`config.mk`:
```
export PLATFORM = sky130hd
export DESIGN_NAME = alu_seq_exec_flat
export DESIGN_NICKNAME = d
export VERILOG_FILES = /design/src/rtl/alu_seq_exec_pkg.sv /design/src/rtl/alu_seq_exec_if.sv /design/src/rtl/alu_seq_exec_alu_comb_ops.sv /design/src/rtl/alu_seq_exec.sv /design/src/flat_wrapper.sv
export SDC_FILE = /design/constraint.sdc
export NUM_CORES = 1
export LEC_CHECK = 0
export CORE_MARGIN = 2
export CORE_UTILIZATION = 46
export CTS_CLUSTER_SIZE = 16
export DETAILED_ROUTE_END_ITERATION = 8
export GPL_TIMING_DRIVEN = 0
export PLACE_DENSITY = 0.67
export SLEW_MARGIN = 10
export SYNTH_ARGS = -nofsm -noshare
export SYNTH_HDL_FRONTEND = slang
export SYNTH_SLANG_ARGS = --single-unit
export TNS_END_PERCENT = 10
```
`constraint.sdc`:
```
create_clock -name clk -period 6.3 [get_ports clk]
set_input_delay 0.945 -clock clk [delete_from_list [all_inputs] [get_ports clk]]
set_output_delay 0.945 -clock clk [all_outputs]
set_load 0.02 [all_outputs]
```
`src/rtl/alu_seq_exec_pkg.sv`:
```
// Shared constants for the sequential execute unit: op codes, FSM state
// encodings and the datapath width.
package alu_seq_exec_pkg;

    localparam int unsigned XLEN = 32;

    localparam logic [3:0] ALU_ADD  = 4'h0;
    localparam logic [3:0] ALU_SUB  = 4'h1;
    localparam logic [3:0] ALU_AND  = 4'h2;
    localparam logic [3:0] ALU_OR   = 4'h3;
    localparam logic [3:0] ALU_XOR  = 4'h4;
    localparam logic [3:0] ALU_SLL  = 4'h5;
    localparam logic [3:0] ALU_SRL  = 4'h6;
    localparam logic [3:0] ALU_SRA  = 4'h7;
    localparam logic [3:0] ALU_LT   = 4'h8;
    localparam logic [3:0] ALU_GE   = 4'h9;
    localparam logic [3:0] ALU_LTU  = 4'hA;
    localparam logic [3:0] ALU_GEU  = 4'hB;

    localparam logic [1:0] ALU_S_IDLE  = 2'd0;
    localparam logic [1:0] ALU_S_SHIFT = 2'd1;
    localparam logic [1:0] ALU_S_DONE  = 2'd2;

    function automatic logic is_shift_op(input logic [3:0] code);
        return (code == ALU_SLL) || (code == ALU_SRL) || (code == ALU_SRA);
    endfunction

endpackage

```
`src/rtl/alu_seq_exec_if.sv`:
```
// Operation request / result handshake bundle between the decoder stage
// (master) and the execute unit (slave).
interface alu_seq_exec_if;
    import alu_seq_exec_pkg::*;

    logic            in_valid;
    logic            in_ready;
    logic [3:0]      alu_control;
    logic [XLEN-1:0] op_a;
    logic [XLEN-1:0] op_b;
    logic            out_valid;
    logic            out_ready;
    logic [XLEN-1:0] result;
    logic            zero;

    modport master (
        output in_valid, alu_control, op_a, op_b, out_ready,
        input  in_ready, out_valid, result, zero
    );

    modport slave (
        input  in_valid, alu_control, op_a, op_b, out_ready,
        output in_ready, out_valid, result, zero
    );

endinterface

```
`src/rtl/alu_seq_exec_alu_comb_ops.sv`:
```
// Pure combinational single-cycle ALU ops; shift codes and undefined
// codes produce 0 here (shifts are handled by the iterative shifter).
module alu_comb_ops
    import alu_seq_exec_pkg::*;
(
    input  logic [3:0]      alu_control,
    input  logic [XLEN-1:0] a,
    input  logic [XLEN-1:0] b,
    output logic [XLEN-1:0] result
);

    always_comb begin
        result = '0;
        unique case (alu_control)
            ALU_ADD: result = a + b;
            ALU_SUB: result = a - b;
            ALU_AND: result = a & b;
            ALU_OR:  result = a | b;
            ALU_XOR: result = a ^ b;
            ALU_LT:  result = XLEN'($signed(a) <  $signed(b));
            ALU_GE:  result = XLEN'($signed(a) >= $signed(b));
            ALU_LTU: result = XLEN'(a <  b);
            ALU_GEU: result = XLEN'(a >= b);
            default: result = '0;
        endcase
    end

endmodule

```
`src/rtl/alu_seq_exec.sv`:
```
// Sequential execute unit: single-cycle logic/arith/compare ops, shifts
// iterated one bit per cycle with in_ready held low while shifting.
module alu_seq_exec
    import alu_seq_exec_pkg::*;
(
    input  logic          clk,
    input  logic          rst_n,
    alu_seq_exec_if.slave bus
);

    logic [1:0]      state;
    logic [XLEN-1:0] acc;
    logic [XLEN-1:0] acc_next;
    logic [4:0]      cnt;
    logic [3:0]      shift_code;
    logic [XLEN-1:0] res_q;
    logic            zero_q;
    logic [XLEN-1:0] comb_res;
    logic [XLEN-1:0] imm_res;
    logic [4:0]      shamt;
    logic            accept;
    logic            start_shift;

    alu_comb_ops u_comb (
        .alu_control (bus.alu_control),
        .a           (bus.op_a),
        .b           (bus.op_b),
        .result      (comb_res)
    );

    assign bus.in_ready  = (state == ALU_S_IDLE) || ((state == ALU_S_DONE) && bus.out_ready);
    assign bus.out_valid = (state == ALU_S_DONE);
    assign bus.result    = res_q;
    assign bus.zero      = zero_q;

    assign shamt       = bus.op_b[4:0];
    assign accept      = bus.in_valid && bus.in_ready;
    assign start_shift = is_shift_op(bus.alu_control) && (shamt != 5'd0);
    // A zero-distance shift completes immediately with op_a unchanged.
    assign imm_res     = is_shift_op(bus.alu_control) ? bus.op_a : comb_res;

    always_comb begin
        acc_next = acc;
        unique case (shift_code)
            ALU_SLL: acc_next = {acc[XLEN-2:0], 1'b0};
            ALU_SRL: acc_next = {1'b0, acc[XLEN-1:1]};
            ALU_SRA: acc_next = {acc[XLEN-1], acc[XLEN-1:1]};
            default: acc_next = acc;
        endcase
    end

    always_ff @(posedge clk or negedge rst_n) begin
        if (!rst_n) begin
            state      <= ALU_S_IDLE;
            acc        <= '0;
            cnt        <= '0;
            shift_code <= '0;
            res_q      <= '0;
            zero_q     <= 1'b0;
        end else begin
            unique case (state)
                ALU_S_IDLE, ALU_S_DONE: begin
                    if (accept) begin
                        if (start_shift) begin
                            acc        <= bus.op_a;
                            cnt        <= shamt;
                            shift_code <= bus.alu_control;
                            state      <= ALU_S_SHIFT;
                        end else begin
                            res_q  <= imm_res;
                            zero_q <= (imm_res == '0);
                            state  <= ALU_S_DONE;
                        end
                    end else if ((state == ALU_S_DONE) && bus.out_ready) begin
                        state <= ALU_S_IDLE;
                    end
                end
                ALU_S_SHIFT: begin
                    acc <= acc_next;
                    cnt <= cnt - 5'd1;
                    if (cnt == 5'd1) begin
                        res_q  <= acc_next;
                        zero_q <= (acc_next == '0);
                        state  <= ALU_S_DONE;
                    end
                end
                default: state <= ALU_S_IDLE;
            endcase
        end
    end

endmodule

```
`src/flat_wrapper.sv`:
```
// flat-port wrapper written by rule: the top's interface ports become plain ports
module alu_seq_exec_flat import alu_seq_exec_pkg::*;
  (clk, rst_n, bus_in_valid, bus_alu_control, bus_op_a, bus_op_b, bus_out_ready, bus_in_ready, bus_out_valid, bus_result, bus_zero);
  alu_seq_exec_if bus_i ();
  input  logic clk;
  input  logic rst_n;
  input wire logic [$bits(bus_i.in_valid)-1:0] bus_in_valid;
  input wire logic [$bits(bus_i.alu_control)-1:0] bus_alu_control;
  input wire logic [$bits(bus_i.op_a)-1:0] bus_op_a;
  input wire logic [$bits(bus_i.op_b)-1:0] bus_op_b;
  input wire logic [$bits(bus_i.out_ready)-1:0] bus_out_ready;
  output wire logic [$bits(bus_i.in_ready)-1:0] bus_in_ready;
  output wire logic [$bits(bus_i.out_valid)-1:0] bus_out_valid;
  output wire logic [$bits(bus_i.result)-1:0] bus_result;
  output wire logic [$bits(bus_i.zero)-1:0] bus_zero;
  assign bus_i.in_valid = bus_in_valid;
  assign bus_i.alu_control = bus_alu_control;
  assign bus_i.op_a = bus_op_a;
  assign bus_i.op_b = bus_op_b;
  assign bus_i.out_ready = bus_out_ready;
  assign bus_in_ready = bus_i.in_ready;
  assign bus_out_valid = bus_i.out_valid;
  assign bus_result = bus_i.result;
  assign bus_zero = bus_i.zero;
  alu_seq_exec u_core (.clk(clk), .rst_n(rst_n), .bus(bus_i));
endmodule
```
After elaboration in Yosys (flattened, before gate mapping)

Cells that the tools add are included.
W data, S select, Z words.

Register bits: 76
Bits in latches: 0
RAM bits: 0
Memory bits (read-only): 0
Bits of input ports: 72
Output and inout port bits: 35
Word-level logic and storage cells: 77
Memories kept: 0

Add/sub/neg operators: 3
$mul: 0
Div/mod/pow operators: 0
$lt $le $gt $ge: 4
Equal/unequal tests: 22
Shift-type cells: 0
Muxes and demuxes: 22
Bitwise operators: 3
Reductions and logical operators: 17

Operators with widths:

| kind                  | number |
|---|---|
| $pmux W32 S9          | 1 |
| $mux W32              | 6 |
| $pmux W32 S2          | 2 |
| $pmux W32 S3          | 1 |
| $ge A32 B32 Y1        | 2 |
| $logic_not A32 Y1     | 2 |
| $lt A32 B32 Y1        | 2 |
| $add A32 B32 Y32      | 1 |
| $and A32 B32 Y32      | 1 |
| $or A32 B32 Y32       | 1 |
| $sub A32 B32 Y32      | 1 |
| $xor A32 B32 Y32      | 1 |
| $eq A4 B3 Y1 const B  | 7 |
| $eq A4 B4 Y1 const B  | 4 |
| $mux W5               | 2 |
| $pmux W5 S2           | 1 |
| $eq A4 B2 Y1 const B  | 2 |
| $mux W2               | 4 |
| $ne A2 B1 Y1 const B  | 3 |
| $reduce_and A3 Y1     | 2 |
| $eq A5 B1 Y1 const B  | 1 |
| $reduce_bool A5 Y1    | 1 |
| $sub A5 B1 Y5 const B | 1 |
| $eq A4 B1 Y1 const B  | 1 |
| other kinds (15)      | 21 |

Logic depth before layout (Yosys ltp)

Word-level depth: 8
Mapped depth: 15
Mapped depth without buffers: 15

By module

A second synthesis with hierarchy kept.

Cell total of the unflattened synthesis: 1421
Area, all modules: 10109.7 sq um

By module, submodules not included:

| module       | times used | cells an instance | area an instance (sq um) | sequential area each (sq um) |
|---|---|---|---|---|
| alu_comb_ops | 1          | 819               | 5129.9                   | 0.0 |
| alu_seq_exec | 1          | 602               | 4979.8                   | 1901.8 |

Worst setup path before layout

No wires, ideal clock.

Kind: input-to-reg
Start: input bus_op_b[0]
End: register u_core.res_q[30] (netlist: u_core.bus.result[30])
Library setup time: 125 ps
Data arrival time: 3653 ps
Data required time: 6175 ps
Setup slack: 2522 ps
Stages on the path: 13
Path buffers: 0
Cell sequence: ha_1 > fa_1 > a211oi_1 > nor2_1 > a41oi_1 > a21oi_1 > o221a_2 > o41ai_1 > o21ai_0 > mux2i_1 > a21oi_1 > o21ai_0 > mux2_2

Longest elaborated chain between the ends: 6
Elaborated cells on any way between the ends: 11
Those cells by class: add/sub (2); eq/ne (1); mux (5); reduce/logical (3)

RTL lines:

| item                                                 | RTL line                                                         | source |
|---|---|---|
| start: declaration                                   | flat_wrapper.sv:10                                               | `input wire logic [$bits(bus_i.op_b)-1:0] bus_op_b;` |
| $sub A32 B32 Y32 or $add A32 B32 Y32 (tied branches) | alu_seq_exec_alu_comb_ops.sv:16, alu_seq_exec_alu_comb_ops.sv:15 |  |
| $pmux W32 S9                                         | alu_seq_exec_alu_comb_ops.sv:14                                  | `unique case (alu_control)` |
| $mux W32                                             | alu_seq_exec.sv:40                                               | `assign imm_res = is_shift_op(bus.alu_control) ? bus.op_a : comb_res;` |
| $mux W32                                             | alu_seq_exec.sv:64                                               | `if (start_shift) begin` |
| $mux W32                                             | alu_seq_exec.sv:63                                               | `if (accept) begin` |
| $pmux W32 S2                                         | alu_seq_exec.sv:61                                               | `unique case (state)` |
| end signal: assignment                               | alu_seq_exec.sv:70                                               | `res_q <= imm_res;` |
| end signal: assignment                               | alu_seq_exec.sv:82                                               | `res_q <= acc_next;` |
| end: declaration                                     | alu_seq_exec.sv:16                                               | `logic [XLEN-1:0] res_q;` |

Parallel ways exist; a longest one is shown, timed or not. The select of a mux whose other input is x is not followed.
A chain may end at the register's enable or synchronous reset.

Final worst setup path

Start: input bus_op_a[11]
End: register u_core.zero_q (netlist: u_core.bus.zero)

Longest elaborated chain between the ends: 7
Elaborated cells on any way between the ends: 15
Those cells by class: add/sub (2); order compare (4); mux (5); bitwise (3); reduce/logical (1)

RTL lines:

| item                                           | RTL line                        | source |
|---|---|---|
| start: declaration                             | flat_wrapper.sv:9               | `input wire logic [$bits(bus_i.op_a)-1:0] bus_op_a;` |
| $sub A32 B32 Y32, or another cell as far along | alu_seq_exec_alu_comb_ops.sv:16 | `ALU_SUB: result = a - b;` |
| $pmux W32 S9                                   | alu_seq_exec_alu_comb_ops.sv:14 |  |
| $mux W32 *                                     | alu_seq_exec.sv:40              |  |
| $logic_not A32 Y1 *                            | alu_seq_exec.sv:71              | `zero_q <= (imm_res == '0);` |
| $mux W1 *                                      | alu_seq_exec.sv:64              |  |
| $mux W1 *                                      | alu_seq_exec.sv:63              |  |
| $pmux W1 S2 *                                  | alu_seq_exec.sv:61              |  |
| end signal: assignment                         | alu_seq_exec.sv:71              |  |
| end signal: assignment                         | alu_seq_exec.sv:83              | `zero_q <= (acc_next == '0);` |
| end: declaration                               | alu_seq_exec.sv:17              | `logic zero_q;` |

Mark *: on every way between the ends. The rest lies on a longest branch, timed or not. The select of a mux whose other input is x is not followed.

==> results.sh <==
export IMPL_ys_types=82
export IMPL_die_area_um2=24000
export IMPL_clk_path_buf_depth=2
export IMPL_drc=0
export IMPL_synth_edf_count=0
export IMPL_ios=107
export IMPL_start_util_pct=46.6
export IMPL_cts_sinks=76
export IMPL_fin_crit_sh_pct=88.0
export IMPL_max_freq_mhz=180
export IMPL_drtIter0Drc=1767
export IMPL_cts_made_buffers=9
export IMPL_synth_compound_area_share_pct=34.7
export IMPL_worst_clock_skew_ns=0.00635
export IMPL_path_cells="clkdlybuf4s50_1 > inv_1 > ha_1 > clkbuf_1 > clkbuf_1 > nand2b_1 > a2111oi_0 > nor3_1 > o221ai_1 > a221oi_1 > o211ai_1 > nor4_1 > nand4_1 > nor2_1 > a31o_1"
export IMPL_outcome="finished clean"
export IMPL_fin_crit_ns=5.54
export IMPL_ff_latch_area_um2=1900
export IMPL_clock_latency_ns=0.35
export IMPL_area_delta_synth_final_pct=16.7
export IMPL_synthMuxAreaShare_pct=3.14
export IMPL_max_slew_margin_pct=10.8
export IMPL_peakVddDrop_mv=0.211
export IMPL_die_y_um=155
export IMPL_tritoncts="built"
export IMPL_synth_top_area_share_pct=18.1
export IMPL_synth_seq_area_share_pct=18.1
export IMPL_drt_wl_total_mm=48.6
export IMPL_crit_path_end_kind="flop"
export IMPL_ys_async_sr_fraction_pct=100
export IMPL_nets=1756
export IMPL_antenna_found_initial=0
export IMPL_grt_remaining_overflow=0
export IMPL_slowest_stage="nor3_1"
export IMPL_track_usage_pct=39.7
export IMPL_syn_nets=1638
export IMPL_synth_area_leaders="dfrtp_1, ha_1, a21oi_1"
export IMPL_yosys_area_share_simple_pct=23.2
export IMPL_coreArea_um2=22500
export IMPL_n_fill_cell=2311
export IMPL_synth_seq_cells=76
export IMPL_place_inst=1858
export IMPL_syn_instance_count=1466
export IMPL_grt_pass1_wl_mm=73.0
export IMPL_crit_path_start_kind="input port"
export IMPL_ys_warnings_count=0
export IMPL_reg2reg_from="u_core.state[0]"
export IMPL_grt_pass1_vias=12000
export IMPL_synth_fa_ha_area_share_pct=12.1
export IMPL_grt_start_max_net_pins=61
export IMPL_synth_top_family_by_area="compound AO/OA/AOI/OAI gates"
export IMPL_die_x_um=155
export IMPL_post_cts_setup_buffers=0
export IMPL_drive_above_1_share_pct=4.47
export IMPL_crit_top_cell="clkbuf_1"
export IMPL_setup_tns_ns=0
export IMPL_drt_pass1_iterations=7
export IMPL_avgSynthCellArea_um2=7.16
export IMPL_rsz0062_at_grt="no"
export IMPL_std_cell_rows=55
export IMPL_worstPathMaxFanout=10
export IMPL_power_density_nw_per_um2=291
export IMPL_r2r_end="u_core.bus.zero"
export IMPL_r2r_setup_slack_ns=2.63
export IMPL_synth_xor_area_share_pct=1.00
export IMPL_worstHoldPathType="input port to async pin"
export IMPL_p_leak_uw=0.00513
export IMPL_r2r_cells=13
export IMPL_setup_violations=0
export IMPL_layoutNonFillerInstCount=1874
export IMPL_multi_input_area_um2=7790
export IMPL_vias=12800
export IMPL_worst_slew_pin_slew_ns=1.33
export IMPL_port_buffers=106
export IMPL_slew_violations=0
export IMPL_clk_pin_slew_worst_paths_ns=0.06
export IMPL_crit_required_ns=6.58
export IMPL_h_tree_depth=3
export IMPL_max_stage_delay_ns=0.73
export IMPL_cap_violations=0
export IMPL_gp_congestion=1.05
export IMPL_synth_top_cell_by_area="dfrtp_1"
export IMPL_diodes=0
export IMPL_hold_viol=0
export IMPL_ant_nets=0
export IMPL_hold_buffers=0
export IMPL_dpl_hpwl_mm=38.3
export IMPL_post_cts_resized=0
export IMPL_netlist_area_um2=10500
export IMPL_viasPerCell=6.81
export IMPL_synth_flop_cell="dfrtp_1"
export IMPL_wl_per_cell_um=25.9
export IMPL_root_buffer="clkbuf_16"
export IMPL_crit_arrival_ns=5.82
export IMPL_crit_type="input port to flop"
-- layout by cell type, fill, tap and decap left out, types with 22 or more instances in the layout --
master / netlist / layout
a31oi_1: 31 / 31
dfrtp_1: 76 / 76
nor4_1: 27 / 27
a21oi_1: 123 / 123
nand3_1: 43 / 43
a22oi_1: 44 / 44
a221oi_1: 23 / 23
a211oi_1: 24 / 24
nor2_1: 103 / 103
nor3_1: 36 / 35
ha_1: 98 / 98
nand2b_1: 22 / 22
nor2b_1: 35 / 35
clkdlybuf4s50_1: 0 / 105
inv_1: 101 / 101
nand2_1: 143 / 143
o21ai_0: 122 / 122
clkbuf_1: 84 / 86
-- per-layer routing --
metal / global-route usage (%) / vias to the layer above / wire, um
met5: 0 / - / 0
met4: 20.7 / 0 / 2970
met3: 6.16 / 173 / 4750
met2: 62.1 / 804 / 21100
met1: 52.9 / 6102 / 19700
li1: - / 5681 / -
-- registers in the layout, summed over array words and instances, names as in the netlist --
name / flops
u_core.acc: 32
u_core.bus.result: 32
u_core.cnt: 5
u_core.shift_code: 4
u_core.state: 2
u_core.bus.zero: 1
-- cell type report --
| class | count | share of cell area, % |
|---|---|---|
| Buffer | 107 | 3.55 |
| Clock buffer | 11 | 1.90 |
| Clock inverter | 5 | 0.501 |
| Inverter | 102 | 3.13 |
| Multi-Input combinational cell | 1181 | 63.6 |
| Sequential cell | 76 | 15.5 |
| Tap cell | 285 | 2.91 |
| Timing Repair Buffer | 107 | 8.87 |
-- Yosys cell counts, types with 16 or more instances --
library cell,count
nand3_1,43
nand2b_1,22
a211oi_1,24
a221oi_1,23
o211ai_1,18
nand2_1,143
dfrtp_1,76
nor2_1,103
a31oi_1,31
o21ai_0,122
nand4_1,17
clkbuf_1,84
nor2b_1,35
nor3_1,36
a21oi_1,123
o21bai_1,16
ha_1,98
inv_1,101
nor4_1,27
a22oi_1,44
mux2i_1,16
o31ai_1,21
-- worst max path at each step --
stage	from	to	slack (ns)	depth (start not counted)
after global routing	bus_op_a[11]	u_core.bus.zero	0.74	15
after global placement	bus_op_a[11]	u_core.bus.zero	0.64	15
after detailed placement	bus_op_a[11]	u_core.bus.zero	0.65	15
after floorplan	bus_op_b[0]	u_core.bus.result[30]	2.52	13
after CTS	bus_op_a[11]	u_core.bus.zero	0.97	15
final	bus_op_a[11]	u_core.bus.zero	0.76	15
-- worst max-delay path, delay by kind of cell --
family / cells / cell delay [ns]
simple gates: 5 / 1.74
buf+inv: 4 / 1.55
compound gates: 5 / 1.29
fa+ha+maj: 1 / 0.29
-- through the flow --
stage / utilization, % / power [uW] / instance area, um^2 / hold slack (ns) / setup WS, ns
6_report: 54.4 / 3560 / 12200 / 0.462 / 0.759
5_1_grt: 54.4 / 3750 / 12200 / 0.469 / 0.742
4_1_cts: 54.4 / 3490 / 12200 / 0.466 / 0.973
3_5_place_dp: 53.1 / 2960 / 11900 / 0.472 / 0.650
3_3_place_gp: 52.9 / 2940 / 11900 / 0.460 / 0.640
2_1_floorplan: - / 2110 / 10500 / 0.456 / 2.52
-- kinds of logic (layout without fill, tap and decap cells) --
| kind of cell | count (synthesis) | after routing |
|---|---|---|
| xor+xnor | 12 | 12 |
| flops | 76 | 76 |
| mux | 31 | 31 |
| compound gates | 546 | 546 |
| fa+ha+maj | 100 | 100 |
| buf+inv | 209 | 332 |
| simple gates | 492 | 492 |
-- where the power goes --
group | internal, uW | total (uW) | switching [uW]
sequential | 703 | 924 | 221
combinational | 782 | 2100 | 1320
clock | 309 | 535 | 226
total | 1790 | 3560 | 1770
Note: power is estimated with default switching activity, not from simulation.
